[config.mk]
export PLATFORM = sky130hd
export DESIGN_NAME = i2c_txn_arbiter
export DESIGN_NICKNAME = d
export VERILOG_FILES = /design/src/rtl/i2c_txn_arbiter.sv
export SDC_FILE = /design/constraint.sdc
export NUM_CORES = 1
export LEC_CHECK = 0
export CELL_PAD_IN_SITES_DETAIL_PLACEMENT = 1
export CELL_PAD_IN_SITES_GLOBAL_PLACEMENT = 2
export CORE_MARGIN = 4
export CORE_UTILIZATION = 29
export CTS_CLUSTER_DIAMETER = 150
export DETAILED_ROUTE_END_ITERATION = 7
export PLACE_DENSITY = 0.84
export REMOVE_ABC_BUFFERS = 1
export SLEW_MARGIN = 15
export SYNTH_ARGS = -nofsm -noshare
export SYNTH_HDL_FRONTEND = slang
export SYNTH_SLANG_ARGS = --single-unit
[constraint.sdc]
create_clock -name clk -period 10.62 [get_ports clk]
set_input_delay 2.124 -clock clk [delete_from_list [all_inputs] [get_ports clk]]
set_output_delay 2.124 -clock clk [all_outputs]
set_load 0.01 [all_outputs]
[src/rtl/i2c_txn_arbiter.sv]
// i2c_txn_arbiter: shares one i2c_master_v2 between NUM_REQ requesters.
// Round-robin grant, one 32-bit command per grant, completion or watchdog
// recovery, then an enforced bus-free gap before the next grant.
module i2c_txn_arbiter #(
  parameter int NUM_REQ    = 4,
  parameter int TIMEOUT    = 200000,
  parameter int GAP_CYCLES = 64,
  parameter int RST_CYCLES = 4
) (
  input  logic                 clk,
  input  logic                 rst,
  input  logic [NUM_REQ-1:0]   req,
  input  logic [NUM_REQ*32-1:0] cmd,
  output logic [NUM_REQ-1:0]   gnt,
  output logic [NUM_REQ-1:0]   done,
  output logic [15:0]          rsp_data,
  output logic                 rsp_err,
  output logic                 rsp_timeout,
  output logic                 busy,
  output logic                 m_en,
  output logic [31:0]          m_cmd,
  input  logic                 m_done,
  input  logic [15:0]          m_data,
  input  logic                 m_err,
  output logic                 m_rst
);

  localparam int IW = $clog2(NUM_REQ);
  localparam int RW = $clog2(RST_CYCLES + 1);
  localparam logic [23:0]   TMO_LAST  = 24'(TIMEOUT - 1);
  localparam logic [15:0]   GAP_LAST  = 16'(GAP_CYCLES - 1);
  localparam logic [RW-1:0] RST_LAST  = RW'(RST_CYCLES - 1);
  localparam logic [IW-1:0] LAST_INIT = IW'(NUM_REQ - 1);

  typedef enum logic [2:0] {
    ST_IDLE    = 3'd0,
    ST_ISSUE   = 3'd1,
    ST_WAIT    = 3'd2,
    ST_RECOVER = 3'd3,
    ST_DONE    = 3'd4,
    ST_GAP     = 3'd5
  } state_t;

  state_t               state_r;
  logic [IW-1:0]        last_r;
  logic [NUM_REQ-1:0]   gnt_r;
  logic [NUM_REQ-1:0]   done_r;
  logic [15:0]          rsp_data_r;
  logic                 rsp_err_r;
  logic                 rsp_timeout_r;
  logic                 busy_r;
  logic                 m_en_r;
  logic [31:0]          m_cmd_r;
  logic                 m_rst_r;
  logic [23:0]          timer_r;
  logic [15:0]          gap_r;
  logic [RW-1:0]        rcnt_r;

  logic [IW-1:0]        win_s;
  logic                 win_vld_s;
  logic [IW:0]          sum_s;
  logic [IW-1:0]        idx_s;
  logic [31:0]          cmd_sel_s;
  logic [NUM_REQ-1:0]   gnt_sel_s;

  // Round-robin pick: scan last+1, last+2, ... so the smallest offset wins.
  // Iterating from the largest offset down lets the nearest request overwrite.
  always_comb begin
    win_s     = '0;
    win_vld_s = 1'b0;
    sum_s     = '0;
    idx_s     = '0;
    for (int k = NUM_REQ; k >= 1; k--) begin
      sum_s     = {1'b0, last_r} + (IW+1)'(k);
      idx_s     = (sum_s >= (IW+1)'(NUM_REQ)) ? IW'(sum_s - (IW+1)'(NUM_REQ))
                                              : sum_s[IW-1:0];
      win_s     = req[idx_s] ? idx_s : win_s;
      win_vld_s = win_vld_s | req[idx_s];
    end
  end

  // Select the winner's command slice and build its one-hot grant.
  always_comb begin
    cmd_sel_s = 32'h0000_0000;
    gnt_sel_s = '0;
    for (int i = 0; i < NUM_REQ; i++) begin
      cmd_sel_s    = (win_s == IW'(i)) ? cmd[32*i +: 32] : cmd_sel_s;
      gnt_sel_s[i] = (win_s == IW'(i));
    end
  end

  // Transaction FSM: grant, issue, wait/recover, report, then bus-free gap.
  always_ff @(posedge clk or posedge rst) begin
    if (rst) begin
      state_r       <= ST_IDLE;
      last_r        <= LAST_INIT;
      gnt_r         <= '0;
      done_r        <= '0;
      rsp_data_r    <= 16'h0000;
      rsp_err_r     <= 1'b0;
      rsp_timeout_r <= 1'b0;
      busy_r        <= 1'b0;
      m_en_r        <= 1'b0;
      m_cmd_r       <= 32'h0000_0000;
      m_rst_r       <= 1'b0;
      timer_r       <= 24'd0;
      gap_r         <= 16'd0;
      rcnt_r        <= '0;
    end else begin
      case (state_r)
        ST_IDLE: begin
          if (win_vld_s) begin
            m_cmd_r <= cmd_sel_s;
            gnt_r   <= gnt_sel_s;
            last_r  <= win_s;
            m_en_r  <= 1'b1;
            busy_r  <= 1'b1;
            state_r <= ST_ISSUE;
          end
        end
        ST_ISSUE: begin
          m_en_r  <= 1'b0;
          timer_r <= 24'd0;
          state_r <= ST_WAIT;
        end
        ST_WAIT: begin
          // Completion takes precedence over a timeout firing on the same cycle.
          if (m_done) begin
            rsp_data_r    <= m_data;
            rsp_err_r     <= m_err;
            rsp_timeout_r <= 1'b0;
            done_r        <= gnt_r;
            state_r       <= ST_DONE;
          end else if (timer_r == TMO_LAST) begin
            m_rst_r <= 1'b1;
            rcnt_r  <= '0;
            state_r <= ST_RECOVER;
          end else begin
            timer_r <= timer_r + 24'd1;
          end
        end
        ST_RECOVER: begin
          if (rcnt_r == RST_LAST) begin
            m_rst_r       <= 1'b0;
            rsp_data_r    <= 16'h0000;
            rsp_err_r     <= 1'b1;
            rsp_timeout_r <= 1'b1;
            done_r        <= gnt_r;
            state_r       <= ST_DONE;
          end else begin
            rcnt_r <= rcnt_r + RW'(1);
          end
        end
        ST_DONE: begin
          done_r  <= '0;
          gnt_r   <= '0;
          gap_r   <= 16'd0;
          state_r <= ST_GAP;
        end
        ST_GAP: begin
          if (gap_r == GAP_LAST) begin
            busy_r  <= 1'b0;
            state_r <= ST_IDLE;
          end else begin
            gap_r <= gap_r + 16'd1;
          end
        end
        default: begin
          state_r <= ST_IDLE;
          gnt_r   <= '0;
          done_r  <= '0;
          busy_r  <= 1'b0;
          m_en_r  <= 1'b0;
          m_rst_r <= 1'b0;
        end
      endcase
    end
  end

  assign gnt         = gnt_r;
  assign done        = done_r;
  assign rsp_data    = rsp_data_r;
  assign rsp_err     = rsp_err_r;
  assign rsp_timeout = rsp_timeout_r;
  assign busy        = busy_r;
  assign m_en        = m_en_r;
  assign m_cmd       = m_cmd_r;
  assign m_rst       = m_rst_r;

endmodule

==> impl_metrics.csv <==
group,metric,value,unit
synth,netlist_top_cells_count,"dfrtp_1, nand2_1, nor2_1, mux2i_1, clkbuf_1",
sta,timing.setup.tns,0,ps
sta,fmax,0.209,GHz
place,dp_hpwl,15.9,mm
synth,synth_edf_count,0,
floorplan,ios,213,
cts,cts_resized,0,
global_route,grt_use_total,18.2,%
final_layout,final_util,42.9,%
critical_path,worstPathRequired,10840,ps
min_path,holdCritPathClass,"reg2reg",
synth,yosys.area_share.simple,19.5,%
synth,synthAdderAreaFrac,0.828,%
place,io_buffers,212,
sta,hold_viol,0,
sta,hold_ws,500,ps
floorplan,die_w,152,µm
synth,yosys.area.top_type_share,44.3,%
synth,synth_area_leaders,"dfrtp_1, mux2i_1, o211ai_1, nand2_1, nand4_1",
drt,route.vias.total,5792,
synth,synth_xor_area_share,2.46,%
synth,synth.most_common_cell,"dfrtp_1",
global_route,grt_pass1_vias,6341,
cts,insertion_delay,360,ps
synth,ys_warn_count,0,
drt,drc,0,
power_and_ir_drop,p_int,1.20,mW
cts,htree_num_levels,3,
power_and_ir_drop,swShare,38.7,%
critical_path,path_class,"in2reg",
floorplan,dieArea,23200,µm²
power_and_ir_drop,pwr-share-clk,18.6,%
sta,fin_crit_sh,45.0,%
power_and_ir_drop,leakagePower,3.59,nW
cts,postCtsHoldBufs,0,
cts,clockBufferDepth,2,
sta,slew_headroom,31.2,%
drt,viasPerCell,5.35,
sta,drv_slew,0,
critical_path,cp-start-kind,"primary input",
cts,post_cts_buffers,0,
drt,dr.pass1.iters,4,
sta,rsz0062_at_grt,"false",
global_route,grt_start_max_net_pins,61,
floorplan,fp.dieH,152,µm
drt,initialDrtViolationCount,291,
cts,clock_sinks,109,
place,place.gp.congestion,0.816,
final_layout,diodes,0,
synth,synthMuxAreaShare,6.81,%
synth,synth_area_leader_cell,"dfrtp_1",
global_route,grt_pass1_wl,34.7,mm
critical_path,worstPathArrival,4990,ps
drt,routed_wirelength,21.5,mm
synth,synth-compound-area-share,21.1,%
critical_path,crit_path_max_fanout,34,
sta,setup_viol,0,
final_layout,nNetsFinal,964,
synth,seq_area_frac_synth,45.1,%
global_route,overflow,0,
sta,min_period,4770,ps
synth,ys.flop_type,"dfrtp_1",
synth,yosysUniqueCellTypes,57,
floorplan,core_area,20400,µm²
job,max_cap_viol_count,0,
power_and_ir_drop,pwr-share-seq,34.0,%
cts,cts_buffers,9,
cts,clk_pin_slew,80,ps
global_route,antenna_found_initial,0,
drt,wl_per_cell,19.8,µm
power_and_ir_drop,power_frac_comb,47.3,%
outcome,status,"finished, final reports clean",
synth,netlist_instances,622,
power_and_ir_drop,pwr_density_cell,224,nW/µm²
critical_path,reg2reg_slack,7860,ps
floorplan,num_rows,52,
floorplan,start_util,29.7,%
power_and_ir_drop,switchingPower,0.756,mW
synth,syn_area_per_cell,9.72,µm²
synth,async_flop_share,100,%
power_and_ir_drop,vdd_ir_drop_max,92.2,µV
final_layout,syn_to_final_growth,44.5,%
synth,synth_top_family_by_area,"compound AO/OA/AOI/OAI gates",
sta,clock-skew-final,8.89,ps
sta,tightestPinTransition,1030,ps
synth,synth_seq_cells,109,
final_layout,fill_cells,2281,
cts,root_buffer,"clkbuf_16",
drt,postRouteAntennaNets,0,
final_layout,drive_gt1_share,7.38,%
synth,syn_area,6050,µm²
cts,tritoncts,"yes",
critical_path,end_kind,"flip-flop",
[state kept, by name, indices dropped and copies added (netlist names)]
name and flops:
rsp_data 16, timer_r 24, rsp_timeout 1, rsp_err 1
gnt 4, busy 1, done 4, m_en 1
rcnt_r 3, m_rst 1, state_r 3, m_cmd 32
gap_r 16, last_r 2
[kinds of logic after synthesis]
logic type                 after synthesis
AOI/OAI and AO/OA                      164
muxes                                   41
DFF                                    109
xor gates and xnor gates                17
and+or+nand+nor                        226
buffers and inverters                   61
adders and majority gates                4
[power groups by stage]
stage          Combinational (mW)  Clock [mW]  Sequential, mW
2_1_floorplan               0.455           0           0.684
3_3_place_gp                0.908           0           0.668
3_5_place_dp                0.937           0           0.673
4_1_cts                     0.941       0.375           0.666
5_1_grt                      1.02       0.394           0.685
6_report                    0.926       0.364           0.666
[routing by layer]
layer / vias up / routed length (µm) / global-route usage (%) / part of all wire (%)
li1: 2701 / - / - / -
met4: 0 / 418 / 4.84 / 1.9
met2: 214 / 10400 / 30.7 / 48
met3: 23 / 1620 / 5.99 / 7.6
met1: 2854 / 9050 / 22.4 / 42
met5: - / 0 / 0 / 0
[stage by stage]
| step | setup slack [ps] | total power, mW | cell area [µm²] | cells |
|---|---|---|---|---|
| after floorplan | 4910 | 1.14 | 5860 | 577 |
| after global placement | 5700 | 1.58 | 8410 | 1067 |
| after detailed placement | 5620 | 1.61 | 8410 | 1067 |
| after CTS | 5990 | 1.98 | 8730 | 1083 |
| after global routing | 5570 | 2.09 | 8740 | 1083 |
| final | 5850 | 1.96 | 8740 | 1083 |
[cells in the final DEF (no fill, tap or decap), types with 6 or more instances in the layout]
| master | synthesis | routed |
|---|---|---|
| clkdlybuf4s50_1 | 0 | 212 |
| dfrtp_1 | 107 | 107 |
| nand2_1 | 56 | 56 |
| nor2_1 | 47 | 47 |
| mux2i_1 | 40 | 40 |
| o211ai_1 | 32 | 32 |
| nand4_1 | 30 | 30 |
| nand3_1 | 29 | 28 |
| o31ai_1 | 24 | 24 |
| a211oi_1 | 22 | 22 |
| a22o_1 | 18 | 18 |
| a21bo_2 | 18 | 18 |
| xor2_1 | 16 | 16 |
| inv_1 | 16 | 15 |
| and4_1 | 14 | 14 |
| o21ai_0 | 10 | 10 |
| nor4_1 | 10 | 9 |
| clkbuf_16 | 0 | 9 |
| buf_4 | 1 | 8 |
| nand2b_1 | 6 | 6 |
| nor3_1 | 8 | 6 |
| a21oi_1 | 7 | 6 |
[critical path: stages]
cell	delay [ps]
clkdlybuf4s50_1	520
nor4_1	820
or4_1	870
a21oi_2	20
buf_4	280
a21bo_2	240
o211ai_1	90
[final timing paths]
check | startpoint | to | cells past startpoint
setup / recovery | req[1] | m_cmd[6]$_DFFE_PP0P_ | 7
hold / removal | m_cmd[7]$_DFFE_PP0P_ | m_cmd[7]$_DFFE_PP0P_ | 2
setup reg to reg | state_r[1]$_DFFE_PP0P_ | m_cmd[6]$_DFFE_PP0P_ | 5
hold reg to reg | m_cmd[7]$_DFFE_PP0P_ | m_cmd[7]$_DFFE_PP0P_ | 2
max in group asynchronous | rst | m_cmd[21]$_DFFE_PP0P_ | 3
min in group asynchronous | rst | gap_r[8]$_DFFE_PP0P_ | 2
[layout make-up]
class / instances / area, µm² / area share, %
clock buffer: 12 / 267 / 3.05
sequential: 109 / 2730 / 31.2
multi-input combinational: 452 / 3110 / 35.5
timing repair buffer: 220 / 2180 / 25.0
clock inverter: 4 / 53.8 / 0.616
tap: 270 / 338 / 3.87
inverter: 16 / 62.6 / 0.716
Note: power is estimated with default switching activity, not from simulation.
